### config.mk
export PLATFORM = sky130hd
export DESIGN_NAME = mem_arbiter
export DESIGN_NICKNAME = d
export VERILOG_FILES = /design/src/rtl/mem_arbiter.sv
export SDC_FILE = /design/constraint.sdc
export NUM_CORES = 1
export LEC_CHECK = 0
export CORE_MARGIN = 2
export CORE_UTILIZATION = 45
export CTS_CLUSTER_DIAMETER = 150
export CTS_CLUSTER_SIZE = 40
export DETAILED_ROUTE_END_ITERATION = 10
export PLACE_DENSITY = 0.82
export SLEW_MARGIN = 25
export SYNTH_ARGS = -nofsm -noshare
export SYNTH_HDL_FRONTEND = slang
export SYNTH_SLANG_ARGS = --single-unit
### constraint.sdc
create_clock -name clk -period 6.7 [get_ports clk]
set_input_delay 2.01 -clock clk [delete_from_list [all_inputs] [get_ports clk]]
set_output_delay 2.01 -clock clk [all_outputs]
set_load 0.02 [all_outputs]
### src/rtl/mem_arbiter.sv
// mem_arbiter: shares one memory port between the fetch and data stages.
// A transaction drives the memory for WAIT_CYCLES cycles (BUSY), then pulses
// the owner's ready for one cycle (DONE) and returns to IDLE.
// Optional feature: define ROUND_ROBIN_EN to alternate grants when both
// requesters compete; otherwise the data stage always wins a conflict.
module mem_arbiter #(
  parameter int unsigned WAIT_CYCLES = 3
) (
  input  logic        clk,
  input  logic        rst,
  input  logic        if_req,
  input  logic [31:0] if_addr,
  output logic        if_ready,
  output logic [31:0] if_rdata,
  input  logic        MEM_R_EN,
  input  logic        MEM_W_EN,
  input  logic [31:0] d_addr,
  input  logic [31:0] d_wdata,
  output logic        d_ready,
  output logic [31:0] d_rdata,
  output logic [31:0] mem_addr,
  output logic [31:0] mem_wdata,
  output logic        mem_re,
  output logic        mem_we,
  input  logic [31:0] mem_rdata,
  output logic        if_stall,
  output logic        d_stall,
  output logic        busy
);

  typedef enum logic [1:0] {
    ST_IDLE = 2'd0,
    ST_BUSY = 2'd1,
    ST_DONE = 2'd2
  } state_e;

  localparam logic [3:0] CNT_LOAD    = 4'(WAIT_CYCLES - 1);
  localparam logic       OWNER_FETCH = 1'b0;
  localparam logic       OWNER_DATA  = 1'b1;

  state_e      state_q, state_d;
  logic [3:0]  cnt_q, cnt_d;
  logic        owner_q, owner_d;
  logic        wr_q, wr_d;
  logic [31:0] addr_q, addr_d;
  logic [31:0] wdata_q, wdata_d;
  logic [31:0] if_rdata_q, if_rdata_d;
  logic [31:0] d_rdata_q, d_rdata_d;

  // Registered copies of the externally visible strobes and bus values
  logic        mem_re_q, mem_re_d;
  logic        mem_we_q, mem_we_d;
  logic [31:0] mem_addr_q, mem_addr_d;
  logic [31:0] mem_wdata_q, mem_wdata_d;
  logic        if_ready_q, if_ready_d;
  logic        d_ready_q, d_ready_d;
  logic        busy_q, busy_d;

  logic        d_req_s;
  logic        grant_data_s;

`ifdef ROUND_ROBIN_EN
  logic        last_grant_q, last_grant_d;
`endif

  // Arbitration: pick the winner among the requests present this cycle
  always_comb begin
    d_req_s      = MEM_R_EN | MEM_W_EN;
    grant_data_s = d_req_s;
`ifdef ROUND_ROBIN_EN
    if (d_req_s && if_req) begin
      // The requester that did not win last time goes first
      grant_data_s = (last_grant_q == OWNER_FETCH);
    end else begin
      grant_data_s = d_req_s;
    end
`endif
  end

  // Next-state logic: transaction sequencing, latching and read capture
  always_comb begin
    state_d    = state_q;
    cnt_d      = cnt_q;
    owner_d    = owner_q;
    wr_d       = wr_q;
    addr_d     = addr_q;
    wdata_d    = wdata_q;
    if_rdata_d = if_rdata_q;
    d_rdata_d  = d_rdata_q;
`ifdef ROUND_ROBIN_EN
    last_grant_d = last_grant_q;
`endif
    case (state_q)
      ST_IDLE: begin
        if (if_req || d_req_s) begin
          state_d = ST_BUSY;
          cnt_d   = CNT_LOAD;
          owner_d = grant_data_s ? OWNER_DATA : OWNER_FETCH;
          addr_d  = grant_data_s ? d_addr : if_addr;
          wdata_d = grant_data_s ? d_wdata : 32'd0;
          // Read and write together count as a write
          wr_d    = grant_data_s & MEM_W_EN;
`ifdef ROUND_ROBIN_EN
          last_grant_d = grant_data_s ? OWNER_DATA : OWNER_FETCH;
`endif
        end else begin
          state_d = ST_IDLE;
        end
      end
      ST_BUSY: begin
        if (cnt_q == 4'd0) begin
          state_d = ST_DONE;
          if (!wr_q) begin
            if (owner_q == OWNER_DATA) begin
              d_rdata_d = mem_rdata;
            end else begin
              if_rdata_d = mem_rdata;
            end
          end else begin
            // Writes leave both read-data registers untouched
            d_rdata_d = d_rdata_q;
          end
        end else begin
          cnt_d = cnt_q - 4'd1;
        end
      end
      ST_DONE: begin
        state_d = ST_IDLE;
      end
      default: begin
        state_d = ST_IDLE;
      end
    endcase
  end

  // Output decode from the upcoming state so every output leaves a flop
  always_comb begin
    mem_re_d    = 1'b0;
    mem_we_d    = 1'b0;
    mem_addr_d  = 32'd0;
    mem_wdata_d = 32'd0;
    if_ready_d  = 1'b0;
    d_ready_d   = 1'b0;
    busy_d      = (state_d != ST_IDLE);
    if (state_d == ST_BUSY) begin
      mem_re_d    = ~wr_d;
      mem_we_d    = wr_d;
      mem_addr_d  = addr_d;
      mem_wdata_d = wdata_d;
    end else if (state_d == ST_DONE) begin
      if_ready_d = (owner_d == OWNER_FETCH);
      d_ready_d  = (owner_d == OWNER_DATA);
    end else begin
      busy_d = 1'b0;
    end
  end

  // State and output registers; reset wins over everything else
  always_ff @(posedge clk) begin
    if (rst) begin
      state_q     <= ST_IDLE;
      cnt_q       <= 4'd0;
      owner_q     <= OWNER_FETCH;
      wr_q        <= 1'b0;
      addr_q      <= 32'd0;
      wdata_q     <= 32'd0;
      if_rdata_q  <= 32'd0;
      d_rdata_q   <= 32'd0;
      mem_re_q    <= 1'b0;
      mem_we_q    <= 1'b0;
      mem_addr_q  <= 32'd0;
      mem_wdata_q <= 32'd0;
      if_ready_q  <= 1'b0;
      d_ready_q   <= 1'b0;
      busy_q      <= 1'b0;
`ifdef ROUND_ROBIN_EN
      last_grant_q <= OWNER_FETCH;
`endif
    end else begin
      state_q     <= state_d;
      cnt_q       <= cnt_d;
      owner_q     <= owner_d;
      wr_q        <= wr_d;
      addr_q      <= addr_d;
      wdata_q     <= wdata_d;
      if_rdata_q  <= if_rdata_d;
      d_rdata_q   <= d_rdata_d;
      mem_re_q    <= mem_re_d;
      mem_we_q    <= mem_we_d;
      mem_addr_q  <= mem_addr_d;
      mem_wdata_q <= mem_wdata_d;
      if_ready_q  <= if_ready_d;
      d_ready_q   <= d_ready_d;
      busy_q      <= busy_d;
`ifdef ROUND_ROBIN_EN
      last_grant_q <= last_grant_d;
`endif
    end
  end

  assign mem_re    = mem_re_q;
  assign mem_we    = mem_we_q;
  assign mem_addr  = mem_addr_q;
  assign mem_wdata = mem_wdata_q;
  assign if_ready  = if_ready_q;
  assign d_ready   = d_ready_q;
  assign if_rdata  = if_rdata_q;
  assign d_rdata   = d_rdata_q;
  assign busy      = busy_q;

  // Stalls follow the live request and the registered ready pulse
  assign if_stall = if_req & ~if_ready_q;
  assign d_stall  = (MEM_R_EN | MEM_W_EN) & ~d_ready_q;

endmodule
---- Yosys cells after proc, flatten, opt, wreduce, memory -nomap -nowiden ----
Index checks and enable logic that the tools add are counted.
operators by class
  $add $sub $neg .......................... 1
  eq/ne operators ......................... 5
  muxes and demuxes ....................... 19
  bitwise operators ....................... 12
  reductions and logical operators ........ 10
operators with widths
  kind                                                                 count
  32-bit 2-to-1 mux                                                    6
  1-bit 2-to-1 mux                                                     8
  4-bit 2-to-1 mux                                                     2
  1-bit inverter                                                       8
  4-bit case mux with 2 select lines                                   1
  4-bit AND reduction                                                  2
  2-bit by 1-bit == test with 1-bit output (second input constant)     2
  4-bit logical NOT                                                    1
  2-bit != test (second input constant)                                2
  2-bit case mux with 2 select lines                                   1
  2-bit nonzero test                                                   2
  4-bit by 1-bit subtractor with 4-bit output (second input constant)  1
  1-bit AND                                                            3
  3-bit AND reduction                                                  1
  3-bit OR reduction                                                   1
  2-bit == test (second input constant)                                1
  2-bit logical NOT                                                    1
  2-bit 2-to-1 mux                                                     1
  2-bit OR reduction                                                   1
  1-bit logical OR                                                     1
  1-bit bitwise OR                                                     1
storage, ports and cells
  register bits ........................... 205
  input port bits ......................... 133
  output and inout port bits .............. 135
  word-level logic and storage cells ...... 62

---- Logic depth before layout (Yosys ltp) ----
Gate-level depths: netlist (run 1).
  word-level depth ........................ 7
  depth in mapped cells ................... 11
  mapped depth without buffers ............ 9

---- Worst setup path before layout (run 1) ----
No wires, ideal clock.
  kind .................................... input -> output
  start ................................... input MEM_W_EN
  end ..................................... output d_stall
  arrival time ............................ 2.527 ns
  data required time ...................... 4.690 ns
  slack ................................... 2.163 ns
  stages on the path ...................... 3
  path buffers ............................ 1
  cell sequence ........................... buf_2 nor2_1 nor2_1
between the ends
  longest elaborated chain between the ends .. 2
RTL lines
  element           RTL line  text
  from (decl)       16        input logic MEM_W_EN,
  1-bit bitwise OR  213       assign d_stall = (MEM_R_EN | MEM_W_EN) & ~d_ready_q;
  1-bit AND         213
  to (decl)         27        output logic d_stall,
Every way passes these cells.

---- Worst setup path after layout (run 1) ----
  start ................................... input if_req
  end ..................................... output if_stall
between the ends
  longest elaborated chain between the ends .. 1
RTL lines
  element      RTL line  text
  from (decl)  11        input logic if_req,
  1-bit AND    212       assign if_stall = if_req & ~if_ready_q;
  to (decl)    26        output logic if_stall,
Every way passes these cells.

==> results of run 1 <==
==> state kept, by name (all words and copies together), names as in the netlist <==
signal     flops
addr_q        32
busy           1
cnt_q          4
d_rdata       32
d_ready        1
if_rdata      32
if_ready       1
mem_addr      32
mem_re         1
mem_wdata     32
mem_we         1
owner_q        1
state_q        2
wdata_q       32
wr_q           1
==> kinds of logic (layout without fill, tap and decap cells) <==
logic type	count (synthesis)	count (layout)	synth area share [%]
AO/OA/AOI/OAI	331	331	27.2
AND/OR/NAND/NOR	228	228	15.1
flip-flops	205	205	51.4
buffers and inverters	99	297	5.64
adder cells (fa/ha/maj)	4	4	0.627
other	0	1	0
==> how the worst max path moves through the flow <==
stage	from	end	cells after the start
global placement	if_req	if_stall	3
CTS	if_req	if_stall	3
detailed placement	if_req	if_stall	3
floorplan	MEM_W_EN	d_stall	3
finish	if_req	if_stall	3
global route	if_req	if_stall	3
==> layout make-up <==
cell class	count	area (um2)
Clock buffer	9	225
Multi-Input combinational cell	563	3440
Antenna cell	1	2.50
Timing Repair Buffer	281	2760
Fill cell	1515	6430
Tap cell	225	282
Inverter	6	22.5
Clock inverter	1	30.0
Sequential cell	205	4100
==> per-layer routing <==
layer | GRT usage [%] | wire length (um)
met5 | 0 | 0
met4 | 5.56 | 332
met3 | 7.87 | 2320
met2 | 39.9 | 10800
met1 | 27.4 | 8960
==> power by group through the flow <==
| stage | combinational, mW | sequential [mW] | clock, mW |
|---|---|---|---|
| after floorplan | 0.362 | 1.48 | 0 |
| after global placement | 0.736 | 1.40 | 0 |
| after detailed placement | 0.746 | 1.41 | 0 |
| after CTS | 0.747 | 1.38 | 0.653 |
| after global routing | 0.803 | 1.39 | 0.691 |
| final | 0.742 | 1.38 | 0.631 |
==> critical path: stages <==
cell and delay [ps]:
clkdlybuf4s50_1 640, nor2b_1 170, clkdlybuf4s50_1 640
==> cell usage in the layout (no fill, tap or decap), drive strengths merged, types with 4 or more instances in the layout <==
| cell | instances |
|---|---|
| a21oi | 69 |
| inv | 6 |
| o211ai | 94 |
| buf | 17 |
| ha | 4 |
| nor2 | 11 |
| clkbuf | 9 |
| o21a | 32 |
| dfxtp | 205 |
| nand2 | 67 |
| clkdlybuf4s50 | 264 |
| nand3 | 96 |
| nor3b | 32 |
| a21boi | 63 |
| nor3 | 4 |
| o21ai | 68 |
==> metrics by stage <==
step                area (um2)  utilization [%]  setup WS, ps
global route             10900             62.8          1190
floorplan                 7980                -          2160
detailed placement       10600             61.4          1230
finish                   10900             62.8          1230
CTS                      10900             62.8          1230
global placement         10600             61.4          1240
==> run metrics, run 1 <==
Fin. Hold Viols 0; share of layout cells above drive strength 1 4.04%; Mapped Cells 867; async set-reset flop share out of synthesis 0%; Clock Sinks 205; DP HPWL 15000 um; GR Util All Layers 23.0%; slew of the pin with the lowest slew margin 869 ps; largest net degree at the start of global routing 69; first-pass GRT wire length 34700 um; status complete, no violations; Worst Hold Launch if_rdata[12]; Primary FF master, synth dfxtp_1; final period utilization 81.7%; Pint 1.90 mW; synth top area cells dfxtp_1, o211ai_1, nand3_1, a21oi_1, a21boi_0; Die Wd 137 um; die area 0.0188 mm2; distinct cell type count of the synthesized netlist 43; sw frac 30.8%; Hold Path Class reg -> reg; total power 2.75 mW; syn avg cell area 9.21 um2; drt total wl 22500 um; Post-synth top cells dfxtp_1, nand3_1, o211ai_1; setup violators final 0; slack of the worst reg-to-reg path 4230 ps; hold endpoint if_rdata[12]; gp weighted congestion 0.772; Clock Path Buffers 3; Post-CTS Setup Bufs 0; non-filler cells, final 1291; Mapped Area 0.00798 mm2; CTS tree done; post-synthesis sequential area ratio 51.4%; final slew viol count 0; cells resized by post-CTS repair 0; I/O pin cnt 268; DRT Pass-1 Iters 5; CTS Hold Bufs 0; most common cell in the netlist dfxtp_1; Max Freq 183 MHz; PD cells 253 mW/mm2; vias in the first global route 6791; Post-synth EDFFs 0; clock slew at reported path FFs 140 ps; maximum vdd drop 0.166 mV; Synth top area share 51.4%; CTS Root Cell clkbuf_16; fin crit period 5470 ps; Clk pwr share 22.9%; hold path depth 2; P&R area growth vs syn 36.2%; R2R Path End mem_wdata[17]; CTS Buf Count 9; vias per cell 5.59; setup TNS 0 ps; required time worst endpoint 4690 ps; maxcap violations 0; Seq pwr share 50.1%; Core Area 0.0173 mm2; Logic pwr share 27.0%; initial antenna violation count 1; DRC violations left 0; vias 7214; Pleak 3.94 nW; DR iter-0 viols 374; GRT overflow 0; CP Max Fanout 5; Worst-Skew Late Latency 480 ps; CP Class in -> out; Nets 1203; Initial Utilization 46.2%; CP Launch Type input port; Synth Register Bits 205; unrepaired setup endpoints after global routing no; Placed Cells 1280; port bufs 267; Critical Path AT 3460 ps; Mapped Nets 1004; WHS 473 ps; endpoint class of the critical path output pin; Reg2Reg Depth 8; P_sw 0.849 mW; synth warn 0; Core Rows 48; CTS H-tree lvls 1; dominant cell type by area after synthesis dfxtp_1; die height 137 um; R2R Path Start cnt_q[0]; Slew HR 42.1%; DRT antenna net count 0; Clock Skews 57.0 ps; WL/cell 17.4 um
(Power assumes the default switching activity.)
==> run 2: changes to the inputs <==
- CORE_UTILIZATION: 45 -> 41
- PLACE_DENSITY: 0.82 -> 0.79
- clock period: 6.7 -> 4.4 ns (I/O delays scaled with it)
==> run 2 against run 1 <==
  * Sequential share of layout area down 0.29 points
  * Power up 53%
  * Final cell count up 3.4%
  * Largest power group unchanged
==> run metrics, run 2 (synthesized netlist as in run 1, its figures left out) <==
status complete, no violations; I/O pin cnt 268 (unchanged); Die Wd 144 um (+4.6%); Max Freq 243 MHz; worst setup margin 290 ps (-938 ps); hold endpoint mem_addr[17]; setup TNS 0 ps (unchanged); R2R Path Start cnt_q[0]; R2R Path End mem_addr[16]; DRT antenna net count 0 (unchanged); M1 WL 9360 um (+4.6%); Nets 1208 (+0.42%); WL/cell 16.7 um (-4.0%); maxcap violations 0 (unchanged); CP Max Fanout 5 (unchanged); CTS Root Cell clkbuf_16; GRT overflow 0 (unchanged); endpoint class of the critical path output pin; share of layout cells above drive strength 1 4.49% (+0.45 points); Core Area 0.0193 mm2 (+11%); dpl ws 268 ps (-963 ps); gp weighted congestion 0.760 (-1.6%); die area 0.0206 mm2 (+9.5%); vias per cell 5.35 (-4.3%); DP HPWL 15000 um (-0.59%); commonest non-fill, non-tap cell in the layout clkdlybuf4s50_1; PD cells 384 mW/mm2 (+52%); unrepaired setup endpoints after global routing no; first-pass GRT wire length 34600 um (-0.32%); port bufs 267 (unchanged); required time worst endpoint 3080 ps (-1610 ps); Critical Path AT 2790 ps (-670 ps); clock slew at reported path FFs 140 ps (about the same); Fin. Hold Viols 0 (unchanged); ANT cells 0 (-1); drt total wl 22300 um (-0.73%); Clock Skews 54.3 ps (-2.70 ps); Max Used Layer met4; Clock Path Buffers 3 (unchanged); Post-CTS Setup Bufs 0 (unchanged); slew of the pin with the lowest slew margin 751 ps (-118 ps); Layout Utilization 56.8% (-6.0 points); Reg2Reg Depth 8 (unchanged); Slew HR 49.9% (+7.8 points); largest net degree at the start of global routing 74 (+7.2%); P&R area growth vs syn 37.2%; Hold Path Class reg -> reg; CTS tree done; slack of the worst reg-to-reg path 1920 ps (-2310 ps); CTS Hold Bufs 0 (unchanged); CTS H-tree lvls 1 (unchanged); vias in the first global route 6631 (-2.4%); final period utilization 93.4%; hold path depth 2 (unchanged); most frequent cells in the layout clkdlybuf4s50_1, dfxtp_1, nand3_1; Core Rows 51 (+6.3%); Clock Sinks 205 (unchanged); Detail Route met3 WL 1920 um (-17%); CP Launch Type input port; setup violators final 0 (unchanged); die height 144 um (+4.6%); DR iter-0 viols 290 (-22%); met2 WL 10800 um (-0.60%); GR Util All Layers 20.8% (-2.2 points); Initial Utilization 41.4% (-4.7 points); fin crit period 4110 ps; Worst Hold Launch addr_q[17]; DRT Pass-1 Iters 4 (-1); maximum vdd drop 0.321 mV (+94%); CP Class in -> out; cells resized by post-CTS repair 0 (unchanged); CTS Buf Count 9 (unchanged); vias 7137 (-1.1%); Worst-Skew Late Latency 480 ps (about the same); initial antenna violation count 0 (-1); DRC violations left 0 (unchanged); Pleak 3.96 nW (+0.65%); final slew viol count 0 (unchanged)
-- run 2: cell count changes in the layout (fill, tap and decap cells not counted) --
cell,delta
buf_4,+5
diode_2,-1
-- run 2: how the worst max path moves through the flow --
| stage | from | endpoint | slack [ps] | depth (start not counted) |
|---|---|---|---|---|
| floorplan | MEM_W_EN | d_stall | 1240 | 3 |
| global placement | if_req | if_stall | 290 | 3 |
| detailed placement | if_req | if_stall | 270 | 3 |
| CTS | if_req | if_stall | 270 | 3 |
| global route | if_req | if_stall | 220 | 3 |
| finish | if_req | if_stall | 290 | 3 |
-- run 2: report_power, final --
group          switching [mW]  total (mW)  internal [mW]  leakage, nW
Combinational           0.651        1.14          0.486         2.17
Clock                   0.582       0.968          0.386        0.122
Sequential             0.0670        2.10           2.03         1.67
-- run 2: metrics by stage --
step	cell area (um2)	cells	power [mW]	hold WS, ps
2_1_floorplan	7980	867	2.81	452
3_3_place_gp	10700	1325	3.27	448
3_5_place_dp	10700	1325	3.29	452
4_1_cts	11000	1335	4.26	459
5_1_grt	11000	1335	4.41	485
6_report	11000	1335	4.21	458
-- run 2: final cells by class --
cell class / instances / area, um2
Timing Repair Buffer: 286 / 2800
Fill cell: 1733 / 8320
Sequential cell: 205 / 4100
Tap cell: 265 / 332
Clock buffer: 9 / 225
Clock inverter: 1 / 30.0
Multi-Input combinational cell: 563 / 3440
Inverter: 6 / 22.5
-- run 2: layer usage --
metal,GRT usage [%],vias to the layer above
li1,-,3521
met3,5.83,18
met2,36.2,223
met4,3.72,0
met5,0,-
met1,26.1,3375
-- run 2: worst max-delay path: stages --
cell and delay, ps:
clkdlybuf4s50_1 660, nor2b_1 200, clkdlybuf4s50_1 610
